## src/rtl/cpuc_reg_dump.sv

```systemverilog
// -----------------------------------------------------------------------------
// cpuc_package / cpuc_reg_dump
//
// Purpose:
//   Debug/trace reader for the CPUC register-output bundle. On request it takes
//   an atomic snapshot of all general registers plus the PC into a shadow
//   register. It then streams that snapshot one word at a time over a
//   valid/ready interface. The CPU datapath is never stalled: the live bundle
//   is sampled once and is not looked at again until the next request.
//
// Ports:
//   clk            in   clock
//   rst            in   synchronous active-high reset
//   reg_outputs_in in   live register + PC bundle (t_reg_outputs)
//   snap_req       in   snapshot request, level-sampled every cycle
//   snap_busy      out  snapshot in progress (streaming or completing)
//   snap_done      out  one-cycle pulse after the last word is transferred
//   snap_drop      out  one-cycle pulse per cycle a request arrives while busy
//   out_valid      out  out_data / out_idx / out_last are valid
//   out_ready      in   downstream accepts the current word
//   out_data       out  snapshot word
//   out_idx        out  word index: 0..NUM_OF_REGS-1 registers, NUM_OF_REGS PC
//   out_last       out  high with the final word (the PC)
//   snap_cnt       out  number of completed snapshots, wraps
// -----------------------------------------------------------------------------

package cpuc_package;

    localparam int DATA_WIDTH  = 32;
    localparam int NUM_OF_REGS = 8;
    localparam int NUM_OF_PC   = 1;

    typedef logic [DATA_WIDTH-1:0] t_word;

    // PC sits above the register file. Flattened, word i of the bundle is
    // register i for i < NUM_OF_REGS, and the PC is the topmost word. The
    // streaming order (register 0 first, PC last) falls straight out of this
    // layout.
    typedef struct packed {
        t_word                   pc;
        t_word [NUM_OF_REGS-1:0] regs;
    } t_reg_outputs;

endpackage


module cpuc_reg_dump #(
    parameter int DATA_WIDTH = cpuc_package::DATA_WIDTH,
    parameter int NUM_WORDS  = cpuc_package::NUM_OF_REGS + cpuc_package::NUM_OF_PC,
    parameter int IDX_WIDTH  = $clog2(NUM_WORDS),
    parameter int CNT_WIDTH  = 8
) (
    input  logic                        clk,
    input  logic                        rst,
    input  cpuc_package::t_reg_outputs  reg_outputs_in,
    input  logic                        snap_req,
    output logic                        snap_busy,
    output logic                        snap_done,
    output logic                        snap_drop,
    output logic                        out_valid,
    input  logic                        out_ready,
    output logic [DATA_WIDTH-1:0]       out_data,
    output logic [IDX_WIDTH-1:0]        out_idx,
    output logic                        out_last,
    output logic [CNT_WIDTH-1:0]        snap_cnt
);

    // -------------------------------------------------------------------------
    // FSM encoding
    // -------------------------------------------------------------------------
    localparam logic [1:0] ST_IDLE = 2'b00;
    localparam logic [1:0] ST_SEND = 2'b01;
    localparam logic [1:0] ST_DONE = 2'b10;

    localparam logic [IDX_WIDTH-1:0] LAST_IDX = IDX_WIDTH'(NUM_WORDS - 1);

    // -------------------------------------------------------------------------
    // State
    // -------------------------------------------------------------------------
    logic [1:0]                           state;
    logic [1:0]                           state_nxt;
    logic [IDX_WIDTH-1:0]                 idx;
    logic [IDX_WIDTH-1:0]                 idx_nxt;
    logic [NUM_WORDS-1:0][DATA_WIDTH-1:0] shadow;

    logic capture;   // IDLE edge that accepts a request
    logic xfer;      // a word is handed to the downstream this cycle
    logic complete;  // DONE cycle: the snapshot is counted at its edge

    assign capture  = (state == ST_IDLE) && snap_req;
    assign xfer     = (state == ST_SEND) && out_ready;
    assign complete = (state == ST_DONE);

    // -------------------------------------------------------------------------
    // Next-state logic
    // -------------------------------------------------------------------------
    // NOTE: every signal driven here gets a default on entry, so no path
    // through the case leaves it unassigned and no latch is inferred.
    always_comb begin
        state_nxt = state;
        idx_nxt   = idx;
        case (state)
            ST_IDLE: begin
                if (snap_req) begin
                    state_nxt = ST_SEND;
                    idx_nxt   = '0;
                end
            end
            ST_SEND: begin
                if (xfer) begin
                    if (idx == LAST_IDX) begin
                        state_nxt = ST_DONE;
                    end else begin
                        idx_nxt = idx + IDX_WIDTH'(1);
                    end
                end
            end
            ST_DONE: begin
                state_nxt = ST_IDLE;
            end
            default: begin
                // Unreachable encoding: recover to a clean idle state.
                state_nxt = ST_IDLE;
                idx_nxt   = '0;
            end
        endcase
    end

    // -------------------------------------------------------------------------
    // Sequential state
    // -------------------------------------------------------------------------
    // NOTE: non-blocking assignments throughout, so every register here sees
    // the pre-edge values of the others regardless of statement order.
    always_ff @(posedge clk) begin
        if (rst) begin
            state    <= ST_IDLE;
            idx      <= '0;
            // NOTE: the shadow is a bank of flops, not a RAM macro, so it
            // can be cleared here. A stale snapshot is never observable
            // anyway, because out_data is gated by out_valid.
            shadow   <= '0;
            snap_cnt <= '0;
        end else begin
            state <= state_nxt;
            idx   <= idx_nxt;
            // The only write to the shadow: the whole bundle is taken on the
            // single accepting edge. This is what makes the dump atomic.
            if (capture) begin
                shadow <= reg_outputs_in;
            end
            if (complete) begin
                snap_cnt <= snap_cnt + CNT_WIDTH'(1);
            end
        end
    end

    // -------------------------------------------------------------------------
    // Outputs
    // -------------------------------------------------------------------------
    // Status and stream outputs are forced low while rst is asserted, so a
    // reset takes effect on the interface without waiting for the edge. The
    // data path is zeroed outside SEND so idle output lines are quiet.
    logic in_send;
    assign in_send = (state == ST_SEND) && !rst;

    assign out_valid = in_send;
    assign out_data  = in_send ? shadow[idx] : '0;
    assign out_idx   = in_send ? idx : '0;
    assign out_last  = in_send && (idx == LAST_IDX);

    assign snap_busy = (state != ST_IDLE) && !rst;
    assign snap_done = complete && !rst;
    assign snap_drop = snap_busy && snap_req;

    // -------------------------------------------------------------------------
    // Interface invariants
    // -------------------------------------------------------------------------
    // A word that is offered but not taken must be re-offered unchanged.
    a_hold_stable : assert property (
        @(posedge clk) disable iff (rst)
        (out_valid && !out_ready) |=> (out_valid && $stable(out_data) && $stable(out_idx))
    );

    // The word index never runs past the PC slot.
    a_idx_range : assert property (
        @(posedge clk) disable iff (rst)
        (state == ST_SEND) |-> (idx <= LAST_IDX)
    );

endmodule

```

## config.mk

```make
export PLATFORM = sky130hd
export DESIGN_NAME = cpuc_reg_dump
export DESIGN_NICKNAME = d
export VERILOG_FILES = /design/src/rtl/cpuc_reg_dump.sv
export SDC_FILE = /design/constraint.sdc
export NUM_CORES = 1
export LEC_CHECK = 0
export ABC_AREA = 1
export BUFFER_PORTS_ARGS = -buffer_cell sky130_fd_sc_hd__clkbuf_2
export CORE_ASPECT_RATIO = 1.4
export CORE_MARGIN = 2
export CORE_UTILIZATION = 38
export DETAILED_ROUTE_END_ITERATION = 16
export SLEW_MARGIN = 10
export SYNTH_ARGS = -nofsm -noshare
export SYNTH_HDL_FRONTEND = slang
export SYNTH_SLANG_ARGS = --single-unit
```

## constraint.sdc

```tcl
create_clock -name clk -period 2.7 [get_ports clk]
set_input_delay 0.405 -clock clk [delete_from_list [all_inputs] [get_ports clk]]
set_output_delay 0.405 -clock clk [all_outputs]
set_load 0.05 [all_outputs]
```

After elaboration in Yosys (flattened, before gate mapping). Index checks and enable logic that the tools add are counted.

Add/sub/neg operators: 2. $lt $le $gt $ge: 1. Eq/ne operators: 7. Multiplexer cells: 12. Bitwise logic cells: 1. Reduce and logical (&&, ||, !) cells: 12.

Operators by type and width (count): 32-bit binary-select mux with 4-bit select (1); 32-bit 2-to-1 mux (2); 4-bit 2-to-1 mux (4); 4-bit case mux with 3 select lines (1); 8-bit by 1-bit adder with 8-bit output (second input constant) (1); 1-bit logical AND (7); 2-bit 2-to-1 mux (3); 2-bit != test (second input constant) (3); 4-bit by 5-bit < comparator with 1-bit output (second input constant) (1); 4-bit by 1-bit adder with 4-bit output (second input constant) (1); 4-bit equality test (second input constant) (1); 2-bit case mux with 2 select lines (1); 4-bit AND reduction (1); 3-bit AND reduction (1); 2-bit by 1-bit equality test with 1-bit output (second input constant) (1); 2-bit equality test (second input constant) (1); 2-bit zero test (1); 2-bit by 1-bit != test with 1-bit output (second input constant) (1); 2-bit nonzero test (1); 1-bit zero test (1); 1-bit NOT (1).

Flip-flop bits (word level): 302. Input port bits: 292. Output and inout bits: 49. Word-level logic and storage cells: 47.

Longest topological paths before layout.
Word-level depth: 4. Mapped depth: 10. Gate-level depth less buffers: 8.

Worst setup path before layout. No wires, ideal clock.

Kind: register to output. From: reg state[0]. To: out out_data[13]. Arrival time: 2.070 ns. Required time: 2.295 ns. Setup slack: 0.225 ns. Stages on the path, launching flop included: 8. Path buffers: 1. Cells stage by stage: dfxtp_1 > inv_1 > nor2_1 > inv_2 > nor2_4 > inv_2 > buf_1 > a21oi_1.

Cells in the longest elaborated chain, start to end: 3.

RTL lines: from (decl) (line 80) `logic [1:0] state;`; from (signal assigned) (line 144) `state <= state_nxt;`; 2-bit by 1-bit equality test with 1-bit output (line 164) `assign in_send = (state == ST_SEND) && !rst;`; 1-bit logical AND (line 164); via out_valid (line 60) `output logic out_valid,`; 32-bit 2-to-1 mux (line 167) `assign out_data = in_send ? shadow[idx] : '0;`; to (decl) (line 62) `output logic [DATA_WIDTH-1:0] out_data,`.

The timed path passes the listed nets, and every way through them passes these cells.

Worst setup path after layout.
From: reg idx[0]. To: out out_data[27].

Cells in the longest elaborated chain, start to end: 3.

RTL lines: from (decl) (line 82) `logic [IDX_WIDTH-1:0] idx;`; from (signal assigned) (line 145) `idx <= idx_nxt;`; 32-bit binary-select mux with 4-bit select (line 167); 32-bit 2-to-1 mux (not written as such) (line 167); 32-bit 2-to-1 mux (line 167).

No other way between the ends. The select of a mux whose other input is x is not followed.

==> impl_metrics.ini <==
[critical_path]
cp-start-kind = register
worst_setup_path_end_kind = output pin
slowest_delay_ns = 0.42
crit_chain = buf_16 > nor4_4 > buf_4 > buf_6 > nand2_1 > a21oi_4 > buf_12
critical_path_class = register to output pin
crit_arrival_ns = 2.29
cp_max_fo = 7
required_ns = 2.30
cp_slowest_cell = dfxtp_4

[finish]
final_layout_size_suffix_gt1_share_pct = 24.1
fin_nets = 2571
synthToLayoutAreaGrowth_pct = 32.5

[routing]
dr_total_vias = 14400
first_pass_iters = 5
drt-initial-drc-count = 1155
wl_per_cell_um = 20.2
vias_per_cell = 5.22
postRouteAntennaNets = 0
wirelength_um = 55900
drc = 0

[yosys]
syn-instance-count = 2002
synth_edf_count = 0
yosysWarnings = 0
synth-seq-cells = 302
syn_avg_cell_area_um2 = 6.79
synth.cell_area_um2 = 13600
synth.most_common_cell = nand2_1
synthArstFlopShare_pct = 0
synth-main-ff-cell = dfxtp_1
syn-num-nets = 2297
synth_cell_types = 25
yosysTopAreaCell = dfxtp_1
synth_common_cells = nand2_1 (313), dfxtp_1 (302), a21oi_1 (262)
synth_seq_area_share_pct = 44.4
synth_area_leaders = dfxtp_1 (44%), a21oi_1 (9.6%), o21ai_0 (9.2%)
synth_top_area_share_pct = 44.4

[global_route]
antenna_found_initial = 7
grt_usage_pct = 28.5
grt_max_degree = 106
overflow = 0
grt_pass1_wl_um = 80400
grt_pass1_vias = 13800

[timing]
clock_skew_ns = 0.0209
maxSlewHeadroom_pct = 56.7
final-setup-viol-count = 0
period_minus_slack_ns = 2.69
hold_violations = 0
finalMaxSlewViolations = 0
max_freq_ghz = 0.371
fin_crit_sh_pct = 99.7
tightest_slew_ns = 0.649
finalSetupTns_ns = 0
rsz0062_at_grt = yes

[place]
port_buffers = 340
gp_congestion = 0.924
dp_hpwl_um = 40000

[power]
total_power_mw = 12.0
leakage_nw = 7.98
p_per_area_nw_per_um2 = 668
ir_worst_vdd_mv = 0.472

[clock_network]
clock_sinks = 302
worstSkewPairLatency_ns = 0.58
tritoncts = done
path_clk_slew_ns = 0.06
cts_buffer_depth = 3
cts_buffers = 30
holdBufCountCts = 0
cts-htree-levels = 1
clockRootBuffer = clkbuf_16

[run]
drv_cap = 0

[outcome]
status = finished clean

[worst_hold_path]
hold_path_class = input pin to register

[floorplan]
dieArea_um2 = 37300
fp.coreArea_um2 = 35500
start_util_pct = 38.3
die_height_um = 228
die_w_um = 164
io_pins = 341
num_rows = 82
logic make-up (layout without fill, tap and decap cells):
| logic type | Yosys count | after routing | synth area share (%) |
|---|---|---|---|
| other cells | 0 | 7 | 0 |
| xor+xnor | 1 | 1 | 0.0644 |
| fa+ha+maj | 3 | 3 | 0.276 |
| simple gates | 739 | 739 | 22.6 |
| compound gates | 556 | 556 | 20.5 |
| flops | 302 | 302 | 44.4 |
| buf+inv | 401 | 696 | 12.2 |
report_power, final:
group          leakage [nW]  internal, mW  switching, mW
clock network         0.502          2.59           1.80
registers              2.50          4.88          0.160
logic                  4.98         0.891           1.71
total                  7.98          8.36           3.67
state kept, by name, indices dropped and copies added, names as in the netlist:
| signal | count |
|---|---|
| idx | 4 |
| shadow | 288 |
| snap_cnt | 8 |
| state | 2 |
metrics by stage:
step                      std cells  setup slack, ns  hold WS [ns]  cell area, um2  utilization, %
final                          2766          0.00790        0.0492           18000            50.8
after global routing           2766          -0.0307        0.0616           18000            50.8
after CTS                      2747          -0.0661        0.0389           17600            49.6
after detailed placement       2689            0.405         0.443           16100            45.4
after global placement         2689            0.421         0.439           16100            45.4
after floorplan                2002            0.225         0.429           13600               -
path summary, 6_finish.rpt:
check / from / to / slack (ns) / cells past startpoint
max: idx[0] / out_data[27] / 0.008 / 7
min: reg_outputs_in[27] / shadow[27] / 0.05 / 3
max reg2reg: idx[0] / idx[0] / 0.63 / 6
min reg2reg: shadow[171] / shadow[171] / 0.45 / 2
worst max-delay path, delay by kind of cell (launching register included):
family                 cells  cell delay, ns
AOI/OAI and AO/OA          1            0.20
and+or+nand+nor            2            0.43
DFF                        1            0.42
buffers and inverters      4            0.67
placed cells by master (no fill, tap or decap), types with 32 or more instances in the layout:
master | synthesis | routed
a21oi_1 | 262 | 230
buf_12 | 0 | 43
buf_4 | 10 | 32
clkbuf_16 | 0 | 34
clkbuf_2 | 15 | 303
dfxtp_1 | 302 | 300
inv_1 | 238 | 238
nand2_1 | 313 | 303
nand3_1 | 198 | 147
nand3_2 | 0 | 49
nor2_1 | 216 | 213
o21ai_0 | 250 | 250
o21ai_1 | 43 | 43
cell type report:
type / instances / area [um2]
inverter: 247 / 955
clock buffer: 46 / 912
tap: 462 / 578
clock inverter: 7 / 113
timing repair buffer: 396 / 2940
fill: 3624 / 17500
multi-input combinational: 1299 / 6450
antenna: 7 / 17.5
sequential: 302 / 6050
what timing repair did:
action / in CTS / in global routing
setup endpoints to repair: 33 / 37
gates cloned: 4 / 5
pin swaps: 18 / 23
buffers inserted: 1 / 7
resized for setup: 72 / 63
per-layer routing:
metal	wire [um]	part of all wire, %	track usage (%)
met5	0	0	0
met2	27300	49	49.4
met3	3430	6.1	3.24
met1	21400	38	33.2
met4	3710	6.6	17.4
(Power assumes the default switching activity.)
